File: src/rtl/tone_pkg.sv
// Shared definitions for the tone decoder and the beep generator:
// note period constants (clk cycles at 50 MHz), the "no note" code,
// the decoder state type and the period classifier.
package tone_pkg;

    localparam logic [31:0] L1 = 32'd191130;
    localparam logic [31:0] L2 = 32'd170241;
    localparam logic [31:0] L3 = 32'd151698;
    localparam logic [31:0] L4 = 32'd143183;
    localparam logic [31:0] L5 = 32'd127550;
    localparam logic [31:0] L6 = 32'd113635;
    localparam logic [31:0] L7 = 32'd101234;

    localparam logic [2:0] NOTE_NONE = 3'd0;

    typedef enum logic [1:0] {
        IDLE,
        MEASURE,
        LOCKED
    } state_t;

    function automatic logic [31:0] note_period(input logic [2:0] k);
        case (k)
            3'd1:    return L1;
            3'd2:    return L2;
            3'd3:    return L3;
            3'd4:    return L4;
            3'd5:    return L5;
            3'd6:    return L6;
            3'd7:    return L7;
            default: return 32'd0;
        endcase
    endfunction

    // Returns the lowest note whose window (Lk >> tol_shift around Lk)
    // contains the period, or NOTE_NONE. note_shift scales every note
    // period down by a power of two for slower clocks or short runs.
    function automatic logic [2:0] classify(input logic [31:0] period,
                                            input int note_shift,
                                            input int tol_shift);
        logic [2:0]         k;
        logic [31:0]        ref_p;
        logic [31:0]        tol;
        logic signed [32:0] diff;
        logic signed [32:0] mag;
        k = NOTE_NONE;
        if (period >= 32'd4) begin
            for (int i = 1; i <= 7; i++) begin
                ref_p = note_period(3'(i)) >> note_shift;
                tol   = ref_p >> tol_shift;
                diff  = $signed({1'b0, period}) - $signed({1'b0, ref_p});
                mag   = diff[32] ? -diff : diff;
                if (k == NOTE_NONE && mag <= $signed({1'b0, tol})) begin
                    k = 3'(i);
                end
            end
        end
        return k;
    endfunction

endpackage

File: src/rtl/tone_edge_sync.sv
// Two-flop synchronizer for an asynchronous pin-level tone, followed by
// registered rising and falling edge pulses (one clk wide, 3 clk after
// the pin transition).
module tone_edge_sync (
    input  logic clk,
    input  logic rst_n,
    input  logic din,
    output logic rise,
    output logic fall
);

    logic [2:0] sync;

    // Shift the pin through the synchronizer and compare the last two taps
    always_ff @(posedge clk or negedge rst_n) begin
        if (!rst_n) begin
            sync <= 3'b000;
            rise <= 1'b0;
            fall <= 1'b0;
        end else begin
            sync <= {sync[1:0], din};
            rise <= sync[1] & ~sync[2];
            fall <= ~sync[1] & sync[2];
        end
    end

endmodule

File: src/rtl/tone_decoder.sv
// Measures the period of an incoming square-wave tone and decodes it to
// note 1..7 after CONFIRM consecutive matching periods; drops the note
// after CONFIRM misses or after TIMEOUT_CYC clk without a rising edge.
// Optional macro TONE_DUTY_CHECK_EN: periods whose high time falls
// outside [period/4, 3*period/4] are treated as unmatched.
// NOTE_SHIFT divides all note periods by 2**NOTE_SHIFT (0 for 50 MHz).
module tone_decoder
    import tone_pkg::*;
#(
    parameter int CONFIRM     = 3,
    parameter int TOL_SHIFT   = 6,
    parameter int TIMEOUT_CYC = 400000,
    parameter int NOTE_SHIFT  = 0
) (
    input  logic        clk,
    input  logic        rst_n,
    input  logic        tone_in,
    output logic [2:0]  note_idx,
    output logic        note_valid,
    output logic        note_strobe,
    output logic [31:0] period_out
);

    localparam logic [3:0]  CONFIRM_N = 4'(CONFIRM);
    localparam logic [31:0] TIMEOUT_N = 32'(TIMEOUT_CYC);

    state_t      state;
    logic        edge_rise;
    logic [31:0] period_cnt;
    logic        cap_valid;
    logic [2:0]  cls_k;
    logic [2:0]  cand_k;
    logic [3:0]  cand_cnt;
    logic [3:0]  cand_next;
    logic [3:0]  miss_cnt;
    logic [3:0]  miss_next;

`ifdef TONE_DUTY_CHECK_EN
    logic        edge_fall;
    logic [31:0] high_cnt;
    logic [31:0] high_time;
    logic [31:0] high_cap;
`else
    logic        unused_fall;
`endif

    tone_edge_sync u_sync (
        .clk   (clk),
        .rst_n (rst_n),
        .din   (tone_in),
        .rise  (edge_rise),
`ifdef TONE_DUTY_CHECK_EN
        .fall  (edge_fall)
`else
        .fall  (unused_fall)
`endif
    );

    // Free-running period counter, restarted by each rising edge
    always_ff @(posedge clk or negedge rst_n) begin
        if (!rst_n) begin
            period_cnt <= 32'd0;
        end else if (edge_rise) begin
            period_cnt <= 32'd1;
        end else if (period_cnt < TIMEOUT_N) begin
            period_cnt <= period_cnt + 32'd1;
        end
    end

    // Capture the period on every edge that has a reference edge before it
    always_ff @(posedge clk or negedge rst_n) begin
        if (!rst_n) begin
            period_out <= 32'd0;
            cap_valid  <= 1'b0;
        end else begin
            cap_valid <= edge_rise && (state != IDLE);
            if (edge_rise && (state != IDLE)) begin
                period_out <= period_cnt;
            end
        end
    end

`ifdef TONE_DUTY_CHECK_EN
    // Track the high time of the current cycle and hold it with its period
    always_ff @(posedge clk or negedge rst_n) begin
        if (!rst_n) begin
            high_cnt  <= 32'd0;
            high_time <= 32'd0;
            high_cap  <= 32'd0;
        end else begin
            if (edge_rise) begin
                high_cnt <= 32'd1;
            end else if (high_cnt != 32'hFFFF_FFFF) begin
                high_cnt <= high_cnt + 32'd1;
            end
            if (edge_fall) begin
                high_time <= high_cnt;
            end
            if (edge_rise && (state != IDLE)) begin
                high_cap <= high_time;
            end
        end
    end
`endif

    // Classify the captured period and work out the next candidate/miss counts
    always_comb begin
        cls_k = classify(period_out, NOTE_SHIFT, TOL_SHIFT);
`ifdef TONE_DUTY_CHECK_EN
        if (({high_cap, 2'b00} < {2'b00, period_out}) ||
            ({high_cap, 2'b00} > ({2'b00, period_out} + {1'b0, period_out, 1'b0}))) begin
            cls_k = NOTE_NONE;
        end
`endif
        cand_next = 4'd0;
        if (cls_k != NOTE_NONE) begin
            if (cls_k == cand_k) begin
                cand_next = (cand_cnt == 4'hF) ? cand_cnt : cand_cnt + 4'd1;
            end else begin
                cand_next = 4'd1;
            end
        end
        miss_next = (miss_cnt == 4'hF) ? miss_cnt : miss_cnt + 4'd1;
    end

    // Lock, switch, drop and timeout decisions with registered outputs
    always_ff @(posedge clk or negedge rst_n) begin
        if (!rst_n) begin
            state       <= IDLE;
            note_idx    <= NOTE_NONE;
            note_valid  <= 1'b0;
            note_strobe <= 1'b0;
            cand_k      <= NOTE_NONE;
            cand_cnt    <= 4'd0;
            miss_cnt    <= 4'd0;
        end else begin
            note_strobe <= 1'b0;
            if (edge_rise && (state == IDLE)) begin
                state <= MEASURE;
            end else if ((state != IDLE) && (period_cnt == TIMEOUT_N)) begin
                state       <= IDLE;
                cand_k      <= NOTE_NONE;
                cand_cnt    <= 4'd0;
                miss_cnt    <= 4'd0;
                note_idx    <= NOTE_NONE;
                note_valid  <= 1'b0;
                note_strobe <= note_valid;
            end else if (cap_valid && (state != IDLE)) begin
                cand_k   <= cls_k;
                cand_cnt <= cand_next;
                case (state)
                    MEASURE: begin
                        if ((cls_k != NOTE_NONE) && (cand_next >= CONFIRM_N)) begin
                            state       <= LOCKED;
                            note_idx    <= cls_k;
                            note_valid  <= 1'b1;
                            note_strobe <= 1'b1;
                            miss_cnt    <= 4'd0;
                        end
                    end
                    LOCKED: begin
                        if ((cls_k != NOTE_NONE) && (cls_k != note_idx) &&
                            (cand_next >= CONFIRM_N)) begin
                            note_idx    <= cls_k;
                            note_strobe <= 1'b1;
                            miss_cnt    <= 4'd0;
                        end else if (cls_k != note_idx) begin
                            if (miss_next >= CONFIRM_N) begin
                                state       <= MEASURE;
                                note_idx    <= NOTE_NONE;
                                note_valid  <= 1'b0;
                                note_strobe <= 1'b1;
                                miss_cnt    <= 4'd0;
                            end else begin
                                miss_cnt <= miss_next;
                            end
                        end else begin
                            miss_cnt <= 4'd0;
                        end
                    end
                    default: ;
                endcase
            end
        end
    end

endmodule

File: config.mk
export PLATFORM = sky130hd
export DESIGN_NAME = tone_decoder
export DESIGN_NICKNAME = d
export VERILOG_FILES = /design/src/rtl/tone_pkg.sv /design/src/rtl/tone_edge_sync.sv /design/src/rtl/tone_decoder.sv
export SDC_FILE = /design/constraint.sdc
export NUM_CORES = 1
export LEC_CHECK = 0
export ABC_AREA = 0
export CAP_MARGIN = 20
export CORE_AREA = 3 3 188 144
export CTS_CLUSTER_DIAMETER = 30
export DETAILED_ROUTE_END_ITERATION = 10
export DIE_AREA = 0 0 191 147
export DONT_BUFFER_PORTS = 1
export HOLD_SLACK_MARGIN = 0.12
export PLACE_DENSITY_LB_ADDON = 0.25
export SLEW_MARGIN = 20
export SYNTH_ARGS = -nofsm -noshare
export SYNTH_HDL_FRONTEND = slang
export SYNTH_SLANG_ARGS = --single-unit
export TNS_END_PERCENT = 10
File: constraint.sdc
create_clock -name clk -period 7.3 [get_ports clk]
set_clock_uncertainty 0.1 [all_clocks]
set_input_delay 0.365 -clock clk [delete_from_list [all_inputs] [get_ports clk]]
set_output_delay 0.365 -clock clk [all_outputs]
set_load 0.005 [all_outputs]
* Yosys cells after proc, flatten, opt, wreduce, memory -nomap -nowiden
Cells that the tools add are included.
Operators by class: add/subtract/negate cells 17, order comparisons 11, equal/unequal tests 17, multiplexer cells 75, bitwise logic cells 3, reduce and logical (&&, ||, !) cells 32
Operators with widths (number):
- 2-to-1 mux 32 bit | 9
- <= comparator 33 x 27 -> 1 bit | 7
- 2-to-1 mux 33 bit | 7
- negation 33 bit | 7
- subtractor 32 x 32 -> 33 bit | 7
- 2-to-1 mux 3 bit | 21
- 2-to-1 mux 4 bit | 12
- adder 32 x 1 -> 32 bit (second input constant) | 1
- == test 32 x 19 -> 1 bit (second input constant) | 1
- greater-or-equal comparator 32 x 3 -> 1 bit (second input constant) | 1
- < comparator 32 x 19 -> 1 bit (second input constant) | 1
- inequality test 4 bit (second input constant) | 6
- zero test 3 bit | 6
- 2-to-1 mux 1 bit | 14
- 2-to-1 mux 2 bit | 7
- logical AND 1 bit | 13
- inequality test 3 bit (second input constant) | 4
- AND reduction 6 bit | 2
- nonzero test 3 bit | 3
- adder 4 x 1 -> 4 bit (second input constant) | 2
- == test 4 bit (second input constant) | 2
- greater-or-equal comparator 4 x 2 -> 1 bit (second input constant) | 2
- one-hot mux 4 bit (2 select lines) | 1
- AND reduction 7 bit | 1
- other kinds (14) | 18
Word-level totals: flip-flop bits (word level) 87, bits of input ports 3, output and inout port bits 37

* Logic depth before layout (Yosys ltp)
Gate-level depths: netlist of the first run.
depth in word-level cells 42, mapped depth 23, mapped depth without buffers 17

* Hierarchy
From an unflattened synthesis of the first run, not the netlist that was laid out.
Unflattened totals: cells, all modules 1843, area total of the unflattened synthesis 13354.1 um2
By module, submodules not included:
- tone_decoder | times used 1, cells an instance 1836, area each 13213.9 um2
- tone_edge_sync | times used 1, cells an instance 7, area each 140.1 um2

* Worst setup path before layout of the first run
OpenSTA, ideal clock, no wires.
path type register to register, from register period_out[1], to register miss_cnt[0], arrival time 5.707 ns, data required time 7.075 ns, slack 1.368 ns, stages on the path, launching flop included 21, path buffers 3, clock period less this slack 5.932 ns, cells stage by stage dfrtp_1 buf_2 clkbuf_1 inv_1 ha_1 xnor2_1 nor4b_2 or4b_1 buf_2 nor3_4 nand2_2 o31ai_2 nand3_1 a22o_1 or4_4 o311ai_4 xor2_1 or4_1 and2_1 nor4b_2 mux2_2
Between the ends: word-level cells in the longest chain between the ends 39, elaborated cells between the ends (all ways) 71, those cells by class add/sub (14); order compare (9); eq/ne (3); mux (28); reduce/logical (17)
RTL lines:
- from (decl) | RTL line tone_decoder.sv:21 | output logic [31:0] period_out
- from (signal assigned) | RTL line tone_decoder.sv:78 | period_out <= period_cnt;
- subtractor 32 x 32 -> 33 bit | RTL line tone_pkg.sv:51 | diff = $signed({1'b0, period}) - $signed({1'b0, ref_p});
- negation 33 bit | RTL line tone_pkg.sv:52 | mag = diff[32] ? -diff : diff;
- 2-to-1 mux 33 bit | RTL line tone_pkg.sv:52
- <= comparator 33 x 27 -> 1 bit | RTL line tone_pkg.sv:53 | if (k == NOTE_NONE && mag <= $signed({1'b0, tol})) begin
- 2-to-1 mux 1 bit | RTL line tone_pkg.sv:53
- 2-to-1 mux 3 bit | RTL line tone_pkg.sv:47 | if (period >= 32'd4) begin
- zero test 3 bit | RTL line tone_pkg.sv:53
- logical AND 1 bit | RTL line tone_pkg.sv:53
- [23 not listed]
- 2-to-1 mux 4 bit | RTL line tone_decoder.sv:117 | if (cls_k == cand_k) begin
- 2-to-1 mux 4 bit | RTL line tone_decoder.sv:116 | if (cls_k != NOTE_NONE) begin
- greater-or-equal comparator 4 x 2 -> 1 bit | RTL line tone_decoder.sv:153, tone_decoder.sv:163
- logical AND 1 bit | RTL line tone_decoder.sv:162 | if ((cls_k != NOTE_NONE) && (cls_k != note_idx) &&
- 2-to-1 mux 4 bit | RTL line tone_decoder.sv:162
- one-hot mux 4 bit (2 select lines) | RTL line tone_decoder.sv:151 | case (state)
- 2-to-1 mux 4 bit | RTL line tone_decoder.sv:148 | end else if (cap_valid && (state != IDLE)) begin
- 2-to-1 mux 4 bit | RTL line tone_decoder.sv:140 | end else if ((state != IDLE) && (period_cnt == TIMEOUT_N)) begin
- to (signal assigned) | RTL line tone_decoder.sv:175 | miss_cnt <= miss_next;
- to (decl) | RTL line tone_decoder.sv:35 | logic [3:0] miss_cnt;
Mark *: on every way between the ends. The rest lies on a longest branch, timed or not. The select of a mux whose other input is x is not followed. A chain may end at the register's enable or synchronous reset.

* Final worst setup path of the first run
from register period_out[21], to register note_idx[1]
Between the ends: word-level cells in the longest chain between the ends 39, elaborated cells between the ends (all ways) 73, those cells by class add/sub (14); order compare (9); eq/ne (5); mux (28); reduce/logical (17)
RTL lines:
- subtractor 32 x 32 -> 33 bit | RTL line tone_pkg.sv:51
- negation 33 bit | RTL line tone_pkg.sv:52
- 2-to-1 mux 33 bit | RTL line tone_pkg.sv:52
- <= comparator 33 x 27 -> 1 bit | RTL line tone_pkg.sv:53
- 2-to-1 mux 1 bit | RTL line tone_pkg.sv:53
- 2-to-1 mux 3 bit | RTL line tone_pkg.sv:47
- zero test 3 bit | RTL line tone_pkg.sv:53
- logical AND 1 bit | RTL line tone_pkg.sv:53
- [23 not listed]
- 2-to-1 mux 4 bit | RTL line tone_decoder.sv:117
- 2-to-1 mux 4 bit | RTL line tone_decoder.sv:116
- greater-or-equal comparator 4 x 2 -> 1 bit | RTL line tone_decoder.sv:153, tone_decoder.sv:163
- logical AND 1 bit | RTL line tone_decoder.sv:162
- 2-to-1 mux 3 bit | RTL line tone_decoder.sv:162
- one-hot mux 3 bit (2 select lines) | RTL line tone_decoder.sv:151
- 2-to-1 mux 3 bit | RTL line tone_decoder.sv:148
- 2-to-1 mux 3 bit | RTL line tone_decoder.sv:140
- to (signal assigned) | RTL line tone_decoder.sv:155 | note_idx <= cls_k;
- to (signal assigned) | RTL line tone_decoder.sv:164 | note_idx <= cls_k;
- to (decl) | RTL line tone_decoder.sv:18 | output logic [2:0] note_idx,
Marked as above.

==> flow_summary_export.csv, run 1 <==
group,metric,value,unit
yosys,synth_top_area_share,0.173,
grt,grt_max_degree,88,
timing,max-slew-margin-rel,0.298,
floorplanning,io_pins,40,
pwr,power.leakage,4.93,nW
yosys,synth.ff_latch_count,87,
critical_path,cp-end-kind,"register",
yosys,avgSynthCellArea,7.24,sq um
placed_design,io_buffers,0,
placed_design,dpl.hpwl,37100,um
placed_design,place_congestion,1.05,
timing,fmax,144,MHz
critical_path,cp-start-kind,"register",
timing,period_needed,6.96,ns
grt,grt_antenna_before_repair,2,
routing,drt-total-wl,50100,um
critical_path,reg2reg_depth,15,
cells_and_area,regArea,0.00218,sq mm
clock_network,root_buffer,"clkbuf_16",
yosys,synthCells,1742,
critical_path,crit_path_max_fanout,13,
cells_and_area,layoutNonFillerInstCount,2012,
yosys,synth_edf_count,0,
routing,num_vias,14400,
floorplanning,core-area,0.0251,sq mm
timing,finalCritPeriodShare,0.953,
status,status,"complete, no violations",
yosys,yosysSeqAreaShare,0.173,
worst_hold_path,holdPathEnd,"u_sync.sync[1]",
critical_path,crit_buf_inv,0,
critical_path,slowest_stage,"nor4_1",
routing,ant_nets,0,
cells_and_area,multiInputGateArea,0.00971,sq mm
timing,slew_violations,0,
yosys,synth_commonest_cells,"160 x nor2_1, 154 x nand2_1, 124 x xnor2_1",
timing,whs,0.263,ns
critical_path,r2r_end,"note_idx[1]",
placed_design,place_inst,1992,
cells_and_area,area_growth,4.46,%
critical_path,slowest_delay,0.97,ns
yosys,synthArstFlopShare,1.00,
routing,vias_per_cell,7.16,
pwr,p_per_area,180,mW/mm^2
critical_path,r2r_start,"period_out[21]",
floorplanning,die_h,147,um
routing,wl_per_cell,24.9,um
floorplanning,start_util,0.503,
worst_hold_path,hold_depth,0,
clock_network,clk_path_buf_depth,2,
timing,grt_setup_unrepaired,"no",
grt,gr-total-overflow,0,
grt,gr-usage-all-layers,0.348,
flow_run,cap_violations,0,
floorplanning,rows,50,
cells_and_area,fin_nets,1686,
clock_network,path_clk_slew,0.08,ns
critical_path,worstPathArrival,7.10,ns
worst_hold_path,hold_path.class,"reg -> reg",
critical_path,ff2ff_setup_slack,0.34,ns
cells_and_area,drive_gt1_frac,0.0909,
timing,worst_pin_slew,1.05,ns
routing,drtIter0Drc,2207,
clock_network,h-tree-depth,3,
clock_network,cts_sinks,87,
routing,drcViolationCount,0,
clock_network,cts_tree,"built",
routing,drt-pass1-iter-count,6,
yosys,yosysTopAreaCell,"dfrtp_1",
placed_design,place_ws,0.884,ns
yosys,syn_nets,1760,
pwr,ir_drop,147,uV
floorplanning,die_area,0.0281,sq mm
timing,postLayoutSetupSlackWorst,0.342,ns
yosys,synth_ff_type,"dfrtp_1",
critical_path,worst-setup-path-type,"reg -> reg",
critical_path,crit_required,7.44,ns
floorplanning,dieWidth,191,um
yosys,syn_area,0.0126,sq mm
clock_network,worstSkewPairLatency,0.37,ns
yosys,yosys.cell_count.top_type,"nor2_1",
timing,tns,0,ns
yosys,yosys_warnings,0,
timing,setup_violations,0,
grt,grt_pass1_vias,13000,
grt,grt_pass1_wl,77000,um
clock_network,numCtsBuffers,9,
yosys,ys_types,107,
cells_and_area,fill_cells,2423,
critical_path,timing.critical_path.cells,"nor4_1 > nand4_1 > a211oi_1 > and3_1 > o21ai_0 > nand3b_1 > a221oi_1 > a211oi_1 > nand2_1 > o311ai_4 > xor2_1 > nor4_1 > a21oi_2 > o21bai_1 > a22o_1",
timing,timing_hold_violations_final,0,
critical_path,crit_family,"simple AND/OR/NAND/NOR gates",
worst_hold_path,min-delay-start,"u_sync.sync[0]",
yosys,yosys-top-cells-area,"dfrtp_1 17%, xnor2_1 8.6%, nor2_1 4.8%",
## state kept, by name (all words and copies together), names as in the netlist
signal	cells
u_sync.sync	3
note_strobe	1
cap_valid	1
miss_cnt	4
cand_k	3
u_sync.rise	1
cand_cnt	4
note_valid	1
state	2
period_cnt	32
period_out	32
note_idx	3
## logic make-up after synthesis
| group | share of synthesized area |
|---|---|
| AOI/OAI and AO/OA | 0.291 |
| adders and majority gates | 0.0149 |
| and+or+nand+nor | 0.318 |
| buffers and inverters | 0.0582 |
| muxes | 0.0273 |
| DFF | 0.173 |
| xor gates and xnor gates | 0.117 |
## stage by stage
step / util / total power [mW] / area [sq um]
global route: 0.525 / 2.51 / 13200
finish: 0.525 / 2.37 / 13200
global placement: 0.509 / 1.76 / 12800
detailed placement: 0.510 / 1.77 / 12800
CTS: 0.525 / 2.34 / 13200
floorplan: - / 1.51 / 12600
## worst max-delay path by stage
stage                    from          end  cells past startpoint
2_1_floorplan   period_out[1]  miss_cnt[0]                     20
3_3_place_gp   period_out[21]  note_idx[1]                     15
3_5_place_dp   period_out[21]  note_idx[1]                     15
4_1_cts        period_out[21]  note_idx[1]                     15
5_1_grt         period_out[1]  note_idx[2]                     17
6_report       period_out[21]  note_idx[1]                     15
## layer usage
metal  global-route usage  wire (um)  part of all wire  vias up
li1                     -          -                 -     6398
met1                0.494      20700              0.41     6881
met2                0.500      20800              0.41      986
met3                0.114       7040              0.14      129
met4                0.107       1520             0.030        4
met5                    0         25           0.00050        -
## power by group
part           internal, mW  total, mW  switching, mW
Clock                 0.336      0.551          0.214
Combinational         0.406       1.23          0.822
Sequential            0.509      0.592         0.0836
Total                  1.25       2.37           1.12
## cell type report
class / instances / area share
sequential: 87 / 0.166
tap: 338 / 0.0321
timing repair buffer: 50 / 0.0302
clock buffer: 11 / 0.0177
antenna: 1 / 0.000190
inverter: 33 / 0.00940
clock inverter: 5 / 0.00807
multi-input combinational: 1487 / 0.737
## cells in the final DEF (no fill, tap or decap), drive strengths merged, types with 11 or more instances in the layout
cell type,synthesis,layout
or4,22,22
xor2,45,45
o311ai,14,14
xnor2,124,124
and2,25,25
buf,61,48
or2,16,16
a31oi,31,31
a211oi,25,25
nor2,160,160
nand2,155,155
a21oi,99,99
nand2b,20,20
mux2,19,19
inv,29,30
nor2b,25,25
o21a,14,14
nand3,72,72
nor3,73,73
nand4,38,38
o211ai,30,30
clkbuf,74,11
mux2i,13,13
o31ai,19,19
and3,25,25
nor4,44,44
nor3b,11,11
ha,15,15
o22ai,14,14
or3,22,22
nand3b,11,11
o21ai,117,117
dfrtp,87,87
## what timing repair did
item | 4_1_cts | 5_1_grt
resized for setup | 0 | 0
setup buffers | 0 | 0
hold buffers | 3 | 0
endpoints found under the hold margin | 88 | 0
Power figures use the tool's default switching activity.
==> inputs of run 2 (changes only) <==
CORE_AREA = 3 3 182 149   (was 3 3 188 144)
DIE_AREA = 0 0 185 152   (was 0 0 191 147)
==> flow_summary_export.csv, run 2 (synthesis gave the netlist of run 1 again) <==
group,metric,value,unit
cells_and_area,multiInputGateArea,0.00971,sq mm
grt,top_usage_layer,"met2",
floorplanning,die_area,0.0281,sq mm
critical_path,r2r_end,"state[0]",
grt,gr-total-overflow,0,
floorplanning,rows,52,
clock_network,clk_path_buf_depth,2,
floorplanning,die_h,152,um
grt,grt_max_degree,88,
critical_path,r2r_start,"period_out[1]",
pwr,p_per_area,178,mW/mm^2
critical_path,crit_path_max_fanout,16,
cells_and_area,layout_top_registers,"period_cnt x32, period_out x32",
cells_and_area,area_growth,5.03,%
routing,vias_per_cell,7.18,
timing,tns,0,ns
grt,grt_use_met2,0.499,
timing,worst_pin_slew,1.16,ns
floorplanning,io_pins,40,
cells_and_area,regArea,0.00218,sq mm
routing,wl_per_cell,25.3,um
critical_path,worst-setup-path-type,"reg -> reg",
floorplanning,dieWidth,185,um
clock_network,path_clk_slew,0.08,ns
timing,setup_violations,0,
timing,finalCritPeriodShare,0.872,
routing,drt-total-wl,50900,um
timing,slew_violations,0,
grt,gr-usage-all-layers,0.350,
clock_network,cts_sinks,87,
critical_path,cp-end-kind,"register",
critical_path,endpoint,"state[0]",
critical_path,crit_required,7.43,ns
timing,period_needed,6.36,ns
cells_and_area,fin_nets,1702,
grt,grt_pass1_vias,13000,
flow_run,cap_violations,0,
status,status,"complete, no violations",
timing,grt_setup_unrepaired,"no",
routing,drcViolationCount,0,
floorplanning,core-area,0.0252,sq mm
timing,timing_hold_violations_final,0,
critical_path,reg2reg_depth,17,
routing,drt-pass1-iter-count,6,
pwr,ir_drop,180,uV
timing,fmax,157,MHz
grt,grtUsageMet3,0.109,
timing,max-slew-margin-rel,0.215,
grt,grtUsageMet1,0.491,
cells_and_area,diodes,0,
pwr,p_total,2.35,mW
grt,grt_pass1_wl,77800,um
critical_path,ff2ff_setup_slack,0.94,ns
critical_path,worstPathArrival,6.50,ns
routing,num_vias,14400,
critical_path,cp-start-kind,"register",
clock_network,worstSkewPairLatency,0.37,ns
placed_design,place_congestion,1.05,
placed_design,dpl.hpwl,37700,um
placed_design,io_buffers,0,
clock_network,cts_setup_buffers,0,
grt,grt_antenna_before_repair,0,
critical_path,crit_start,"period_out[1]",
pwr,power.leakage,4.99,nW
cells_and_area,fill_cells,2472,
clock_network,numCtsBuffers,9,
floorplanning,start_util,0.500,
cells_and_area,layout_commonest_cell,"nor2_1",
routing,drtIter0Drc,2230,
routing,ant_nets,0,
clock_network,cts_tree,"built",
cells_and_area,final_cell_mix,"160 x nor2_1, 154 x nand2_1, 124 x xnor2_1",
clock_network,h-tree-depth,3,
cells_and_area,drive_gt1_frac,0.101,
worst_hold_path,hold_path.class,"reg -> reg",
clock_network,root_buffer,"clkbuf_16",
==> run 2: cell count changes in the layout (fill, tap and decap cells not counted) <==
cell       delta
inv_8         +2
buf_2         -1
bufinv_16     -3
buf_4        +15
inv_6         +1
clkbuf_2      +1
clkbuf_1      -2
buf_12        +1
clkinv_8      +1
clkinv_4      +1
diode_2       -1
==> run 2: worst min path at each step <==
stage	startpoint	to	slack, ns	cells after the start
after floorplan	rst_n	cand_cnt[0]	-0.03	0
after global placement	rst_n	note_idx[0]	-0.03	0
after detailed placement	rst_n	note_strobe	-0.03	0
after CTS	u_sync.sync[0]	u_sync.sync[1]	0.26	0
after global routing	u_sync.sync[0]	u_sync.sync[1]	0.28	0
final	u_sync.sync[0]	u_sync.sync[1]	0.26	0
==> run 2: per-layer routing <==
| layer | wire (um) | share of wire | vias to the layer above |
|---|---|---|---|
| li1 | - | - | 6415 |
| met1 | 20800 | 0.41 | 6858 |
| met2 | 21100 | 0.41 | 987 |
| met3 | 6710 | 0.13 | 187 |
| met4 | 2290 | 0.045 | 0 |
| met5 | 0 | 0 | - |
==> run 2: where the power goes <==
part           internal [mW]  switching, mW  total (mW)
Sequential             0.509         0.0566       0.566
Clock                  0.243          0.254       0.497
Combinational          0.433          0.858        1.29
Total                   1.18           1.17        2.35
==> run 2: repair_timing <==
action,4_1_cts,5_1_grt
resized for setup,0,0
endpoints found under the hold margin,88,0
hold buffers,3,0
==> run 2: area by class of cell <==
type | instances | share of cell area
clock buffer | 9 | 0.0170
clock inverter | 7 | 0.00548
inverter | 33 | 0.00935
multi-input combinational | 1487 | 0.733
sequential | 87 | 0.165
tap | 324 | 0.0306
timing repair buffer | 66 | 0.0400
==> run 2: worst max-delay path, stage by stage (launching register included) <==
cell       delay (ns)
dfrtp_1          0.39
inv_1            0.16
ha_1             0.64
nand2b_1         0.51
a2111oi_2        0.66
xor2_1           0.30
nor3_1           0.53
nand4b_1         0.23
o31a_1           0.33
o2111ai_1        0.20
a211oi_1         0.12
nand2_1          0.28
o311ai_4         0.26
xor2_1           0.24
or4_1            0.63
a211o_1          0.34
o311ai_0         0.13
o211ai_1         0.15
==> run 2: stage by stage <==
step / worst slack (ns) / hold slack, ns / cell area (sq um) / utilization / instances
finish: 0.936 / 0.261 / 13200 / 0.525 / 2013
global route: 0.647 / 0.275 / 13200 / 0.525 / 2013
CTS: 1.16 / 0.263 / 13200 / 0.525 / 2012
detailed placement: 1.18 / -0.0290 / 12900 / 0.511 / 1993
global placement: 1.24 / -0.0288 / 12900 / 0.511 / 1993
floorplan: 1.37 / -0.0306 / 12600 / - / 1742
